$ cat config.mk
export PLATFORM = sky130hd
export DESIGN_NAME = act_unit
export DESIGN_NICKNAME = d
export VERILOG_FILES = /design/src/rtl/act_unit.sv
export SDC_FILE = /design/constraint.sdc
export NUM_CORES = 1
export LEC_CHECK = 0
export BUFFER_PORTS_ARGS = -buffer_cell sky130_fd_sc_hd__buf_2
export CAP_MARGIN = 20
export CORE_MARGIN = 2
export CORE_UTILIZATION = 45
export DETAILED_ROUTE_END_ITERATION = 10
export PLACE_DENSITY_LB_ADDON = 0.08
export SETUP_SLACK_MARGIN = 0.02
export SLEW_MARGIN = 0
export SYNTH_ARGS = -nofsm -noshare
export SYNTH_HDL_FRONTEND = slang
export SYNTH_SLANG_ARGS = --single-unit
$ cat constraint.sdc
create_clock -name clk -period 3.32 [get_ports clk]
set_input_delay 0.664 -clock clk [delete_from_list [all_inputs] [get_ports clk]]
set_output_delay 0.664 -clock clk [all_outputs]
set_load 0.01 [all_outputs]
$ cat src/rtl/act_unit.sv
// Streaming in-place activation pass over the feature-map BRAM: read, activate, write back.
// Each element takes one read and one write; the pass reports how many outputs were zero.
//
// state  | meaning
// IDLE   | waiting for start; config is latched and the window is checked here
// ISSUE  | one read per cycle, base_addr .. base_addr+length-1
// DRAIN  | reads are done; waiting for the in-flight elements to be written back
// FINISH | done (and err on a rejected window) pulses for one cycle, then back to IDLE
module act_unit #(
    parameter int DATA_WIDTH = 16,
    parameter int CHANNELS   = 8,
    parameter int IMG_SIZE   = 28,
    parameter int RD_LAT     = 1,
    parameter int LEAK_SHIFT = 3,
    localparam int N  = CHANNELS * IMG_SIZE * IMG_SIZE,
    localparam int AW = (N > 1) ? $clog2(N) : 1
) (
    input  logic                         clk,
    input  logic                         reset_n,
    input  logic                         start,
    input  logic [1:0]                   mode,
    input  logic [AW-1:0]                base_addr,
    input  logic [AW:0]                  length,
    input  logic signed [DATA_WIDTH-1:0] clamp_max,
    output logic [AW-1:0]                conv_r_addr,
    output logic                         conv_r_en,
    input  logic signed [DATA_WIDTH-1:0] conv_r_q,
    output logic [AW-1:0]                conv_w_addr,
    output logic                         conv_w_en,
    output logic                         conv_w_we,
    output logic signed [DATA_WIDTH-1:0] conv_w_d,
    output logic                         busy,
    output logic                         done,
    output logic                         err,
    output logic [AW:0]                  zero_count
);

    typedef enum logic [1:0] {IDLE, ISSUE, DRAIN, FINISH} state_e;

    localparam logic [AW+1:0] N_EXT    = (AW+2)'(N);
    localparam logic [AW:0]   CNT_ONE  = (AW+1)'(1);
    localparam logic [AW-1:0] ADDR_ONE = AW'(1);

    state_e                        state_q, state_d;
    logic [1:0]                    mode_q, mode_d;
    logic signed [DATA_WIDTH-1:0]  clamp_q, clamp_d;
    logic [AW-1:0]                 rd_addr_q, rd_addr_d;
    logic [AW:0]                   remain_q, remain_d;
    logic                          err_q, err_d;
    logic [AW:0]                   zero_q, zero_d;
    logic [RD_LAT-1:0]             vld_q, vld_d;
    logic [AW-1:0]                 pipe_addr_q [RD_LAT];
    logic [AW-1:0]                 pipe_addr_d [RD_LAT];
    logic                          w_en_q, w_en_d;
    logic [AW-1:0]                 w_addr_q, w_addr_d;
    logic signed [DATA_WIDTH-1:0]  w_data_q, w_data_d;

    logic                          rd_fire;
    logic [AW+1:0]                 win_end;
    logic                          win_bad;
    logic signed [DATA_WIDTH-1:0]  act_y;

    assign rd_fire = (state_q == ISSUE);
    assign win_end = {2'b00, base_addr} + {1'b0, length};
    assign win_bad = (length == '0) || (win_end > N_EXT);

    // Activation of the element arriving from the BRAM this cycle; all results fit DATA_WIDTH.
    always_comb begin
        act_y = conv_r_q;
        case (mode_q)
            2'd1: begin
                if (conv_r_q[DATA_WIDTH-1]) act_y = '0;
            end
            2'd2: begin
                if (conv_r_q[DATA_WIDTH-1]) act_y = conv_r_q >>> LEAK_SHIFT;
            end
            2'd3: begin
                if (clamp_q[DATA_WIDTH-1] || conv_r_q[DATA_WIDTH-1]) begin
                    act_y = '0;
                end else if (conv_r_q > clamp_q) begin
                    act_y = clamp_q;
                end
            end
            default: act_y = conv_r_q;
        endcase
    end

    always_comb begin
        state_d   = state_q;
        mode_d    = mode_q;
        clamp_d   = clamp_q;
        rd_addr_d = rd_addr_q;
        remain_d  = remain_q;
        err_d     = err_q;
        zero_d    = zero_q;

        if (w_en_q && (w_data_q == '0)) zero_d = zero_q + CNT_ONE;

        case (state_q)
            IDLE: begin
                if (start) begin
                    mode_d    = mode;
                    clamp_d   = clamp_max;
                    rd_addr_d = base_addr;
                    remain_d  = length;
                    zero_d    = '0;
                    err_d     = win_bad;
                    state_d   = win_bad ? FINISH : ISSUE;
                end
            end
            ISSUE: begin
                rd_addr_d = rd_addr_q + ADDR_ONE;
                remain_d  = remain_q - CNT_ONE;
                if (remain_q == CNT_ONE) state_d = DRAIN;
            end
            DRAIN: begin
                // The output register may still hold the last element; it retires this cycle.
                if (vld_q == '0) state_d = FINISH;
            end
            FINISH: begin
                err_d   = 1'b0;
                state_d = IDLE;
            end
            default: state_d = IDLE;
        endcase
    end

    always_comb begin
        vld_d[0]       = rd_fire;
        pipe_addr_d[0] = rd_addr_q;
        for (int i = 1; i < RD_LAT; i++) begin
            vld_d[i]       = vld_q[i-1];
            pipe_addr_d[i] = pipe_addr_q[i-1];
        end
        w_en_d   = vld_q[RD_LAT-1];
        w_addr_d = vld_q[RD_LAT-1] ? pipe_addr_q[RD_LAT-1] : w_addr_q;
        w_data_d = vld_q[RD_LAT-1] ? act_y : w_data_q;
    end

    always_ff @(posedge clk or negedge reset_n) begin
        if (!reset_n) begin
            state_q   <= IDLE;
            mode_q    <= '0;
            clamp_q   <= '0;
            rd_addr_q <= '0;
            remain_q  <= '0;
            err_q     <= 1'b0;
            zero_q    <= '0;
            vld_q     <= '0;
            for (int i = 0; i < RD_LAT; i++) pipe_addr_q[i] <= '0;
            w_en_q    <= 1'b0;
            w_addr_q  <= '0;
            w_data_q  <= '0;
        end else begin
            state_q   <= state_d;
            mode_q    <= mode_d;
            clamp_q   <= clamp_d;
            rd_addr_q <= rd_addr_d;
            remain_q  <= remain_d;
            err_q     <= err_d;
            zero_q    <= zero_d;
            vld_q     <= vld_d;
            for (int i = 0; i < RD_LAT; i++) pipe_addr_q[i] <= pipe_addr_d[i];
            w_en_q    <= w_en_d;
            w_addr_q  <= w_addr_d;
            w_data_q  <= w_data_d;
        end
    end

    assign conv_r_en   = rd_fire;
    assign conv_r_addr = rd_addr_q;
    assign conv_w_en   = w_en_q;
    assign conv_w_we   = w_en_q;
    assign conv_w_addr = w_addr_q;
    assign conv_w_d    = w_data_q;
    assign busy        = (state_q == ISSUE) || (state_q == DRAIN);
    assign done        = (state_q == FINISH);
    assign err         = (state_q == FINISH) && err_q;
    assign zero_count  = zero_q;

endmodule

==> results.json, run 1 <==
{
  "finalHoldViolCount": 0,
  "grt_setup_unrepaired": "false",
  "antenna_violating_nets_post_route": 0,
  "worst_setup_path_start_kind": "primary input",
  "powerDensity_nw_per_um2": 832,
  "number_of_remaining_drc_errors": 0,
  "clk_transition_reported_paths_ns": 0.09,
  "drt_iter0_markers": 443,
  "p_sw_mw": 2.86,
  "design.core.area_um2": 14500,
  "worst_slew_margin_rel_pct": 46.0,
  "areaGrowthSynthToFinish_pct": 17.0,
  "cts_hold_repair.buffers": 0,
  "leakage_nw": 3.47,
  "sum_of_overflow_across_all_layers_after_global_routing": 0,
  "final.setup.tns_ns": 0,
  "worst_path_max_delay_cell": "fa_1",
  "drv_cap": 0,
  "start_util_pct": 46.0,
  "post-route-util_pct": 53.8,
  "grt_pass1_wl_mm": 30.5,
  "viasPerCell": 5.99,
  "routabilityCongestion": 0.870,
  "timing.critical_path.slowest_cell_delay_ns": 0.41,
  "total_clock_sinks": 106,
  "max_freq_ghz": 0.340,
  "drtPass1Iterations": 5,
  "final_critical_path_setup_slack_ns": 0.378,
  "kind_of_cell_with_the_highest_combined_delay_on_the_critical_path": "compound AO/OA/AOI/OAI gates",
  "wl_mm": 18.7,
  "num_vias": 6437,
  "clock_tree.root_cell": "clkbuf_16",
  "critical_path.n_buffers_inverters": 2,
  "synth_flop_cell": "dfrtp_1",
  "multiInputGateArea_um2": 3740,
  "clock_latency_ns": 0.36,
  "tritoncts.num_buffers": 9,
  "post_synth.cell_area_avg_um2": 8.57,
  "worst_ir_drop_vdd_mv": 0.473,
  "timing_worst_setup_path_type": "in2reg",
  "worstHoldPathType": "in2async",
  "timing.critical_path.fanout_max": 3,
  "clock_tree.buffer_depth": 2,
  "dieArea_um2": 15800,
  "boundaryPins": 126,
  "outcome": "complete, no violations",
  "route.detailed.wl_per_inst_um": 17.4,
  "setup_violation_total_in_the_final_timing_report": 0,
  "crit_top_cell": "a211oi_1",
  "totalPowerFinal_mw": 6.51,
  "layout.area.seq_um2": 2650,
  "crit_path_cell_trace": "buf_2, ha_1, fa_1, a211oi_1, buf_4, o31ai_1, a221o_1, a211o_1, a211oi_1, o31a_1, a31oi_1",
  "site_row_count": 44,
  "ys_warn_count": 0,
  "synth.largest_area_cell": "dfrtp_1",
  "synth_async_sr_flop_share_pct": 100,
  "number_of_buffers_added_for_setup_after_cts": 0,
  "floorplan.die.width_um": 126,
  "tritoncts": "built",
  "worstPathRequired_ns": 3.53,
  "synth_enable_flop_cells": 0,
  "number_of_antenna_violations_at_the_first_check_in_global_routing": 0,
  "power_frac_comb_pct": 46.2,
  "synthesis.area_um2": 6690,
  "port_buffers": 125,
  "post_cts.resized_instances": 0,
  "place_ws_ns": 0.0272,
  "place.detailed.hpwl_mm": 13.3,
  "post_synth_num_cell_types": 66,
  "final-max-slew-violation-count": 0,
  "synthCells": 780,
  "final_period_minus_worst_setup_slack_ns": 2.94,
  "worst_slew_pin_slew_ns": 0.810,
  "sw_frac_of_total_pct": 43.9,
  "internal_power_summed_over_all_cells_mw": 3.65,
  "fraction_of_final_layout_cells_sized_beyond_drive_strength_1_pct": 21.1,
  "part_of_the_yosys_area_used_for_sequential_elements_pct": 39.7,
  "grt_start_max_net_pins": 107,
  "setup.worst_path.end_class": "flip-flop",
  "nets": 988,
  "die_h_um": 126,
  "power_frac_clock_pct": 17.6,
  "final_design_area_no_fill_um2": 7820,
  "synth_top_cells_by_area": "dfrtp_1, ha_1, o21ai_0",
  "post_dp_cell_area_um2": 7500,
  "clock-skew-final_ns": 0.0135,
  "synth-seq-cells": 106,
  "track_usage_pct": 23.4,
  "first_global_vias": 6113,
  "htree_num_levels": 3,
  "p_seq_share_pct": 36.2,
  "synth.net_count": 883,
  "antenna_cells": 0,
  "period_utilisation_layout_pct": 88.6,
  "cp_data_arrival_time_ns": 3.16,
  "netlist.area_leader.share_pct": 39.7,
  "fillers": 1391
}
==> power groups by stage <==
stage / combinational [mW] / clock [mW] / sequential [mW]
after floorplan: 2.00 / 0 / 2.36
after global placement: 2.93 / 0 / 2.35
after detailed placement: 2.99 / 0 / 2.37
after CTS: 3.01 / 1.17 / 2.35
after global routing: 3.38 / 1.21 / 2.44
final: 3.01 / 1.15 / 2.35
==> metrics by stage <==
stage               cells  hold slack [ns]
CTS                  1074            0.394
detailed placement   1058            0.421
finish               1074            0.325
floorplan             780            0.352
global placement     1058            0.425
global route         1074            0.377
==> placed cells by master, fill, tap and decap left out, types with 3 or more instances in the layout <==
| cell type | count |
|---|---|
| buf_2 | 124 |
| nand2_1 | 106 |
| dfrtp_1 | 106 |
| o21ai_0 | 85 |
| a21oi_1 | 69 |
| nand3_1 | 40 |
| ha_1 | 37 |
| nor2_1 | 36 |
| inv_1 | 29 |
| nand4_1 | 21 |
| o22ai_1 | 17 |
| buf_4 | 17 |
| o211ai_1 | 13 |
| mux2_2 | 13 |
| a21boi_0 | 12 |
| nand4b_1 | 12 |
| o22a_1 | 11 |
| xor2_1 | 10 |
| nor3_1 | 9 |
| mux2i_1 | 9 |
| nor4_1 | 9 |
| clkbuf_16 | 9 |
| and3_1 | 7 |
| or3_1 | 6 |
| a211oi_1 | 5 |
| o2111ai_1 | 5 |
| nand2b_1 | 4 |
| or2_2 | 4 |
| and2_1 | 4 |
| a21o_1 | 3 |
| a31oi_1 | 3 |
| nor2b_1 | 3 |
| inv_8 | 3 |
==> synthesized netlist by cell type, types with 2 or more instances <==
cell type and number:
a221o_1 2, mux2i_1 9, and2_1 5, nand2_1 106, nor2_1 36, a2111oi_2 2, buf_2 3, and3_1 7
a21oi_1 69, a211oi_1 5, a21o_1 3, nor4_1 9, nand2b_1 4, or3_1 6, a31oi_1 3, dfrtp_1 106
nor3_1 9, or2_2 4, nand4_1 21, inv_1 29, nand3_1 40, o22ai_1 17, xnor2_1 2, nor2b_1 3
o2111ai_1 5, a21boi_0 12, xor2_1 10, or4_1 2, o22a_1 11, mux2_2 13, o221ai_1 2, o31a_1 2
nand4b_1 12, buf_1 3, clkbuf_1 41, ha_1 38, o211ai_1 13, o21ai_0 86, and4_1 2, o21a_1 2
==> flip-flops by register name, indices dropped and copies added, names as in the netlist <==
register,cells
conv_w_d,16
conv_w_addr,13
err_q,1
vld_q,1
pipe_addr_q,13
mode_q,2
state_q,2
clamp_q,16
conv_w_en,1
remain_q,14
conv_r_addr,13
zero_count,14
==> final timing paths <==
kind / slack [ns] / endpoint / cells after the start / startpoint
setup reg to reg: 0.79 / conv_w_d[15]$_DFFE_PN0P_ / 10 / clamp_q[15]$_DFFE_PN0P_
max in group asynchronous: 2.50 / clamp_q[5]$_DFFE_PN0P_ / 2 / reset_n
hold / removal: 0.33 / clamp_q[13]$_DFFE_PN0P_ / 2 / reset_n
min in group clk: 0.44 / pipe_addr_q[5]$_DFF_PN0_ / 0 / conv_r_addr[5]$_DFFE_PN0P_
hold reg to reg: 0.44 / pipe_addr_q[5]$_DFF_PN0_ / 0 / conv_r_addr[5]$_DFFE_PN0P_
setup / recovery: 0.38 / state_q[1]$_DFFE_PN0P_ / 11 / base_addr[0]
==> worst reg2reg max path, cell delays in order (launching register included) <==
cell and delay, ns:
dfrtp_1 0.38, inv_1 0.09, ha_1 0.26, nand2b_1 0.17
nor4_1 0.43, a21boi_0 0.24, a211oi_1 0.08, a221oi_2 0.21
buf_4 0.26, mux2i_1 0.20, o21ai_0 0.09
==> routing by layer <==
metal | routed length (um) | share of wire, % | up-vias | global-route usage (%)
li1 | - | - | 3081 | -
met1 | 8120 | 44 | 3123 | 30.2
met2 | 9270 | 50 | 217 | 40.4
met3 | 1020 | 5.5 | 16 | 4.59
met4 | 246 | 1.3 | 0 | 6.33
met5 | 0 | 0 | - | 0
==> final cells by class <==
| cell class | count | area share [%] |
|---|---|---|
| Tap cell | 184 | 2.94 |
| Sequential cell | 106 | 33.9 |
| Inverter | 30 | 1.44 |
| Clock inverter | 7 | 1.26 |
| Multi-Input combinational cell | 596 | 47.8 |
| Timing Repair Buffer | 142 | 9.82 |
| Clock buffer | 9 | 2.88 |
==> logic make-up after synthesis <==
family                     share of synthesized area [%]
and+or+nand+nor                                     20.3
adders and majority gates                           7.41
muxes                                               3.54
AOI/OAI and AO/OA                                   23.0
xor gates and xnor gates                            1.57
buffers and inverters                               4.49
DFF                                                 39.7
(Power assumes the default switching activity.)
==> inputs of run 2 (changes only) <==
--- a/config.mk
+++ b/config.mk
@@ -6,13 +6,13 @@
 export NUM_CORES = 1
 export LEC_CHECK = 0
 export BUFFER_PORTS_ARGS = -buffer_cell sky130_fd_sc_hd__buf_2
-export CAP_MARGIN = 20
 export CORE_MARGIN = 2
 export CORE_UTILIZATION = 45
 export DETAILED_ROUTE_END_ITERATION = 10
 export PLACE_DENSITY_LB_ADDON = 0.08
+export REMOVE_ABC_BUFFERS = 1
 export SETUP_SLACK_MARGIN = 0.02
-export SLEW_MARGIN = 0
+export SLEW_MARGIN = 20
 export SYNTH_ARGS = -nofsm -noshare
 export SYNTH_HDL_FRONTEND = slang
 export SYNTH_SLANG_ARGS = --single-unit
==> results.json, run 2 (synthesis gave the netlist of run 1 again) <==
{
  "number_of_buffers_added_for_setup_after_cts": 0,
  "crit_path_cell_trace": "buf_2, ha_1, fa_1, a211oi_1, buf_4, o31ai_1, a221o_1, a211o_1, a211oi_1, o31a_1, a31oi_1",
  "finalHoldViolCount": 0,
  "areaGrowthSynthToFinish_pct": 16.5,
  "crit_top_cell": "a211oi_1",
  "r2r-start": "clamp_q[15]$_DFFE_PN0P_",
  "worst_path_max_delay_cell": "fa_1",
  "final-max-slew-violation-count": 0,
  "route.detailed.wl_per_inst_um": 17.4,
  "dieArea_um2": 15800,
  "crit_path_start": "base_addr[0]",
  "first_global_vias": 6258,
  "grt_setup_unrepaired": "false",
  "fin_hold_ws_ns": 0.311,
  "setup.worst_path.end_class": "flip-flop",
  "boundaryPins": 126,
  "num_vias": 6368,
  "tritoncts": "built",
  "cts_hold_repair.buffers": 0,
  "fraction_of_final_layout_cells_sized_beyond_drive_strength_1_pct": 21.3,
  "kind_of_cell_with_the_highest_combined_delay_on_the_critical_path": "compound AO/OA/AOI/OAI gates",
  "powerDensity_nw_per_um2": 824,
  "grt_start_max_net_pins": 80,
  "place.detailed.hpwl_mm": 13.6,
  "worst-path-stages": 11,
  "worst_ir_drop_vdd_mv": 0.357,
  "post-place-cells": 1059,
  "final_common_cell": "buf_2",
  "worst_slew_pin_slew_ns": 0.818,
  "start_util_pct": 46.0,
  "final_cell_mix": "buf_2, nand2_1, dfrtp_1",
  "stdcell_count": 1075,
  "number_of_antenna_violations_at_the_first_check_in_global_routing": 0,
  "clock_latency_ns": 0.36,
  "worstHoldPathType": "in2async",
  "outcome": "complete, no violations",
  "htree_num_levels": 3,
  "final_critical_path_setup_slack_ns": 0.450,
  "clock_tree.buffer_depth": 2,
  "worst_setup_path_endpoint": "state_q[1]$_DFFE_PN0P_",
  "timing.critical_path.slowest_cell_delay_ns": 0.41,
  "clock_tree.root_cell": "clkbuf_16",
  "worst_setup_path_start_kind": "primary input",
  "wl_mm": 18.7,
  "timing.critical_path.fanout_max": 3,
  "routabilityCongestion": 0.900,
  "drt_iter0_markers": 508,
  "port_buffers": 125,
  "nets": 989,
  "max_freq_ghz": 0.348,
  "rr_worst_depth": 10,
  "setup_violation_total_in_the_final_timing_report": 0,
  "number_of_remaining_drc_errors": 0,
  "worstReg2RegEnd": "conv_w_d[15]$_DFFE_PN0P_",
  "total_clock_sinks": 106,
  "sum_of_overflow_across_all_layers_after_global_routing": 0,
  "place_ws_ns": 0.0633,
  "floorplan.die.width_um": 126,
  "grt_pass1_wl_mm": 31.1,
  "drtPass1Iterations": 4,
  "final_period_minus_worst_setup_slack_ns": 2.87,
  "clock-skew-final_ns": 0.00788,
  "reg2reg_setup_slack_ns": 0.78,
  "final_design_area_no_fill_um2": 7790,
  "leakage_nw": 3.45,
  "worstPathRequired_ns": 3.54,
  "antenna_violating_nets_post_route": 0,
  "timing_worst_setup_path_type": "in2reg",
  "viasPerCell": 5.92,
  "track_usage_pct": 23.9,
  "period_utilisation_layout_pct": 86.5,
  "site_row_count": 44,
  "post_cts.resized_instances": 0,
  "worst_slew_margin_rel_pct": 45.5,
  "design.core.area_um2": 14500,
  "tritoncts.num_buffers": 9,
  "post_dp_cell_area_um2": 7500,
  "die_h_um": 126,
  "critical_path.n_buffers_inverters": 2,
  "antenna_cells": 0,
  "drv_cap": 0,
  "cp_data_arrival_time_ns": 3.09,
  "clk_transition_reported_paths_ns": 0.08
}
## run 2: worst min-delay path by stage
stage | to | slack (ns) | cells past startpoint
after floorplan | clamp_q[0]$_DFFE_PN0P_ | 0.37 | 0
after global placement | pipe_addr_q[8]$_DFF_PN0_ | 0.43 | 0
after detailed placement | pipe_addr_q[8]$_DFF_PN0_ | 0.43 | 0
after CTS | pipe_addr_q[8]$_DFF_PN0_ | 0.45 | 0
after global routing | clamp_q[10]$_DFFE_PN0P_ | 0.42 | 1
final | clamp_q[11]$_DFFE_PN0P_ | 0.31 | 1
## run 2: power by group
group	internal, mW	switching [mW]	leakage, nW
Clock	0.538	0.519	0.137
Combinational	1.23	1.74	2.05
Sequential	1.86	0.531	1.26
## run 2: metal layers
layer	vias to the layer above	wire length [um]	global-route usage (%)
met5	-	0	0
met4	0	524	8.14
met3	38	951	4.33
met2	200	9150	40.7
met1	3062	8100	30.8
li1	3068	-	-
## run 2: final cells by class
cell class                      instances  area, um^2
Inverter                               30         113
Clock buffer                           10         239
Timing Repair Buffer                  143         767
Tap cell                              184         230
Sequential cell                       106        2650
Clock inverter                          6        48.8
Multi-Input combinational cell        596        3740
Fill cell                            1437        6750
## run 2: per-stage QoR
stage / setup TNS, ns / total power [mW] / utilization, %
floorplan: -3.80 / 4.26 / -
global placement: 0 / 5.28 / 51.6
CTS: 0 / 6.45 / 53.6
detailed placement: 0 / 5.39 / 51.6
finish: 0 / 6.42 / 53.6
global route: 0 / 6.99 / 53.6
==> inputs of run 3 (changes only) <==
--- a/config.mk
+++ b/config.mk
@@ -11,7 +11,7 @@
 export DETAILED_ROUTE_END_ITERATION = 10
 export PLACE_DENSITY_LB_ADDON = 0.08
 export REMOVE_ABC_BUFFERS = 1
-export SETUP_SLACK_MARGIN = 0.02
+export SETUP_SLACK_MARGIN = 0.5
 export SLEW_MARGIN = 20
 export SYNTH_ARGS = -nofsm -noshare
 export SYNTH_HDL_FRONTEND = slang
==> results.json, run 3 (synthesis gave the netlist of run 1 again) <==
{
  "fraction_of_final_layout_cells_sized_beyond_drive_strength_1_pct": 21.7,
  "finalHoldViolCount": 0,
  "worst_slew_margin_rel_pct": 45.5,
  "number_of_antenna_violations_at_the_first_check_in_global_routing": 0,
  "clock-skew-final_ns": 0.00787,
  "critical_path.n_buffers_inverters": 2,
  "leakage_nw": 3.45,
  "clk_transition_reported_paths_ns": 0.08,
  "timing.critical_path.fanout_max": 3,
  "grt_start_max_net_pins": 80,
  "crit_top_cell": "a211oi_2",
  "crit_path_cell_trace": "buf_2, ha_1, fa_2, a211oi_2, buf_4, o31ai_1, a221o_1, a211o_1, a211oi_2, o31a_1, a31oi_1",
  "htree_num_levels": 3,
  "clock_tree.root_cell": "clkbuf_16",
  "worst_setup_path_start_kind": "primary input",
  "grt_setup_unrepaired": "false",
  "boundaryPins": 126,
  "worstPathRequired_ns": 3.54,
  "total_clock_sinks": 106,
  "fin_hold_ws_ns": 0.310,
  "port_buffers": 125,
  "period_utilisation_layout_pct": 81.6,
  "kind_of_cell_with_the_highest_combined_delay_on_the_critical_path": "compound AO/OA/AOI/OAI gates",
  "final_design_area_no_fill_um2": 7800,
  "nets": 989,
  "design.core.area_um2": 14500,
  "powerDensity_nw_per_um2": 824,
  "fillers": 1433,
  "antenna_violating_nets_post_route": 0,
  "timing.critical_path.slowest_cell_delay_ns": 0.37,
  "tritoncts": "built",
  "antenna_cells": 0,
  "viasPerCell": 5.93,
  "setup.worst_path.end_class": "flip-flop",
  "final_cell_mix": "buf_2, nand2_1, dfrtp_1",
  "sum_of_overflow_across_all_layers_after_global_routing": 0,
  "final_period_minus_worst_setup_slack_ns": 2.71,
  "timing_worst_setup_path_type": "in2reg",
  "crit_path_start": "base_addr[0]",
  "routabilityCongestion": 0.900,
  "track_usage_pct": 23.9,
  "setup_violation_total_in_the_final_timing_report": 0,
  "worst_slew_pin_slew_ns": 0.818,
  "clock_latency_ns": 0.36,
  "place.detailed.hpwl_mm": 13.6,
  "cp_data_arrival_time_ns": 2.93,
  "tritoncts.num_buffers": 9,
  "clock_tree.buffer_depth": 2,
  "final-max-slew-violation-count": 0,
  "r2r-start": "clamp_q[15]$_DFFE_PN0P_",
  "max_freq_ghz": 0.369,
  "route.detailed.wl_per_inst_um": 17.4,
  "die_h_um": 126,
  "drv_cap": 0,
  "worst_ir_drop_vdd_mv": 0.357,
  "grt_pass1_wl_mm": 31.1,
  "post_dp_cell_area_um2": 7500,
  "first_global_vias": 6252,
  "drtPass1Iterations": 5,
  "floorplan.die.width_um": 126,
  "number_of_remaining_drc_errors": 0,
  "start_util_pct": 46.0,
  "site_row_count": 44,
  "outcome": "complete, no violations",
  "worst_path_max_delay_cell": "fa_2",
  "drt_iter0_markers": 485,
  "wl_mm": 18.7,
  "final_common_cell": "buf_2",
  "num_vias": 6379,
  "dieArea_um2": 15800,
  "final.setup.tns_ns": 0,
  "worstHoldPathType": "in2async",
  "areaGrowthSynthToFinish_pct": 16.7
}
==> run 3: changes by cell type in the layout (fill, tap and decap cells not counted) <==
cell,delta
a211oi_2,+2
a211oi_1,-2
fa_2,+1
fa_1,-1
==> run 3: layer usage <==
| metal | vias up | wire length [um] | global-route usage (%) |
|---|---|---|---|
| met5 | - | 0 | 0 |
| met4 | 0 | 532 | 8.14 |
| met3 | 38 | 873 | 4.33 |
| met2 | 200 | 9170 | 40.5 |
| met1 | 3066 | 8170 | 31.0 |
| li1 | 3075 | - | - |
==> run 3: worst reg2reg max path: stages, from the launching register on <==
cell and delay (ns):
dfrtp_1 0.38, inv_1 0.11, ha_1 0.27, nand2b_1 0.18, nor4_1 0.41, a21boi_0 0.24, a211oi_1 0.08, a221oi_2 0.22
buf_4 0.27, mux2i_1 0.19, o21ai_0 0.09
==> run 3: timing repair <==
item / CTS / global route
pin swaps: 1 / 0
hold buffers: 0 / 0
resized for setup: 1 / 2
setup endpoints to repair: 2 / 2
setup buffers: 0 / 0
==> run 3: metrics by stage <==
stage	worst slack, ns	power (mW)	utilization (%)	instances
finish	0.612	6.43	53.7	1075
global route	0.517	6.99	53.7	1075
CTS	0.524	6.45	53.6	1075
detailed placement	0.0633	5.39	51.6	1059
global placement	0.145	5.28	51.6	1059
floorplan	-0.461	4.26	-	732
==> run 3: report_power, final <==
group	leakage, nW	internal, mW	switching [mW]
Combinational	2.05	1.23	1.74
Clock	0.137	0.538	0.521
Sequential	1.26	1.86	0.531
==> run 3: worst paths after layout <==
check	cells past startpoint	slack (ns)	end
max in group asynchronous	2	2.23	pipe_addr_q[8]$_DFF_PN0_
max reg2reg	10	0.76	conv_w_d[15]$_DFFE_PN0P_
max	11	0.61	state_q[1]$_DFFE_PN0P_
min in group clk	0	0.44	pipe_addr_q[8]$_DFF_PN0_
min reg2reg	0	0.44	pipe_addr_q[8]$_DFF_PN0_
min	1	0.31	clamp_q[11]$_DFFE_PN0P_
==> run 3: layout make-up <==
cell class | count | area (um^2) | share of cell area [%]
clock inverter | 6 | 48.8 | 0.626
clock buffer | 10 | 239 | 3.06
inverter | 30 | 113 | 1.44
tap | 184 | 230 | 2.95
multi-input combinational | 596 | 3750 | 48.1
sequential | 106 | 2650 | 34.0
timing repair buffer | 143 | 767 | 9.83
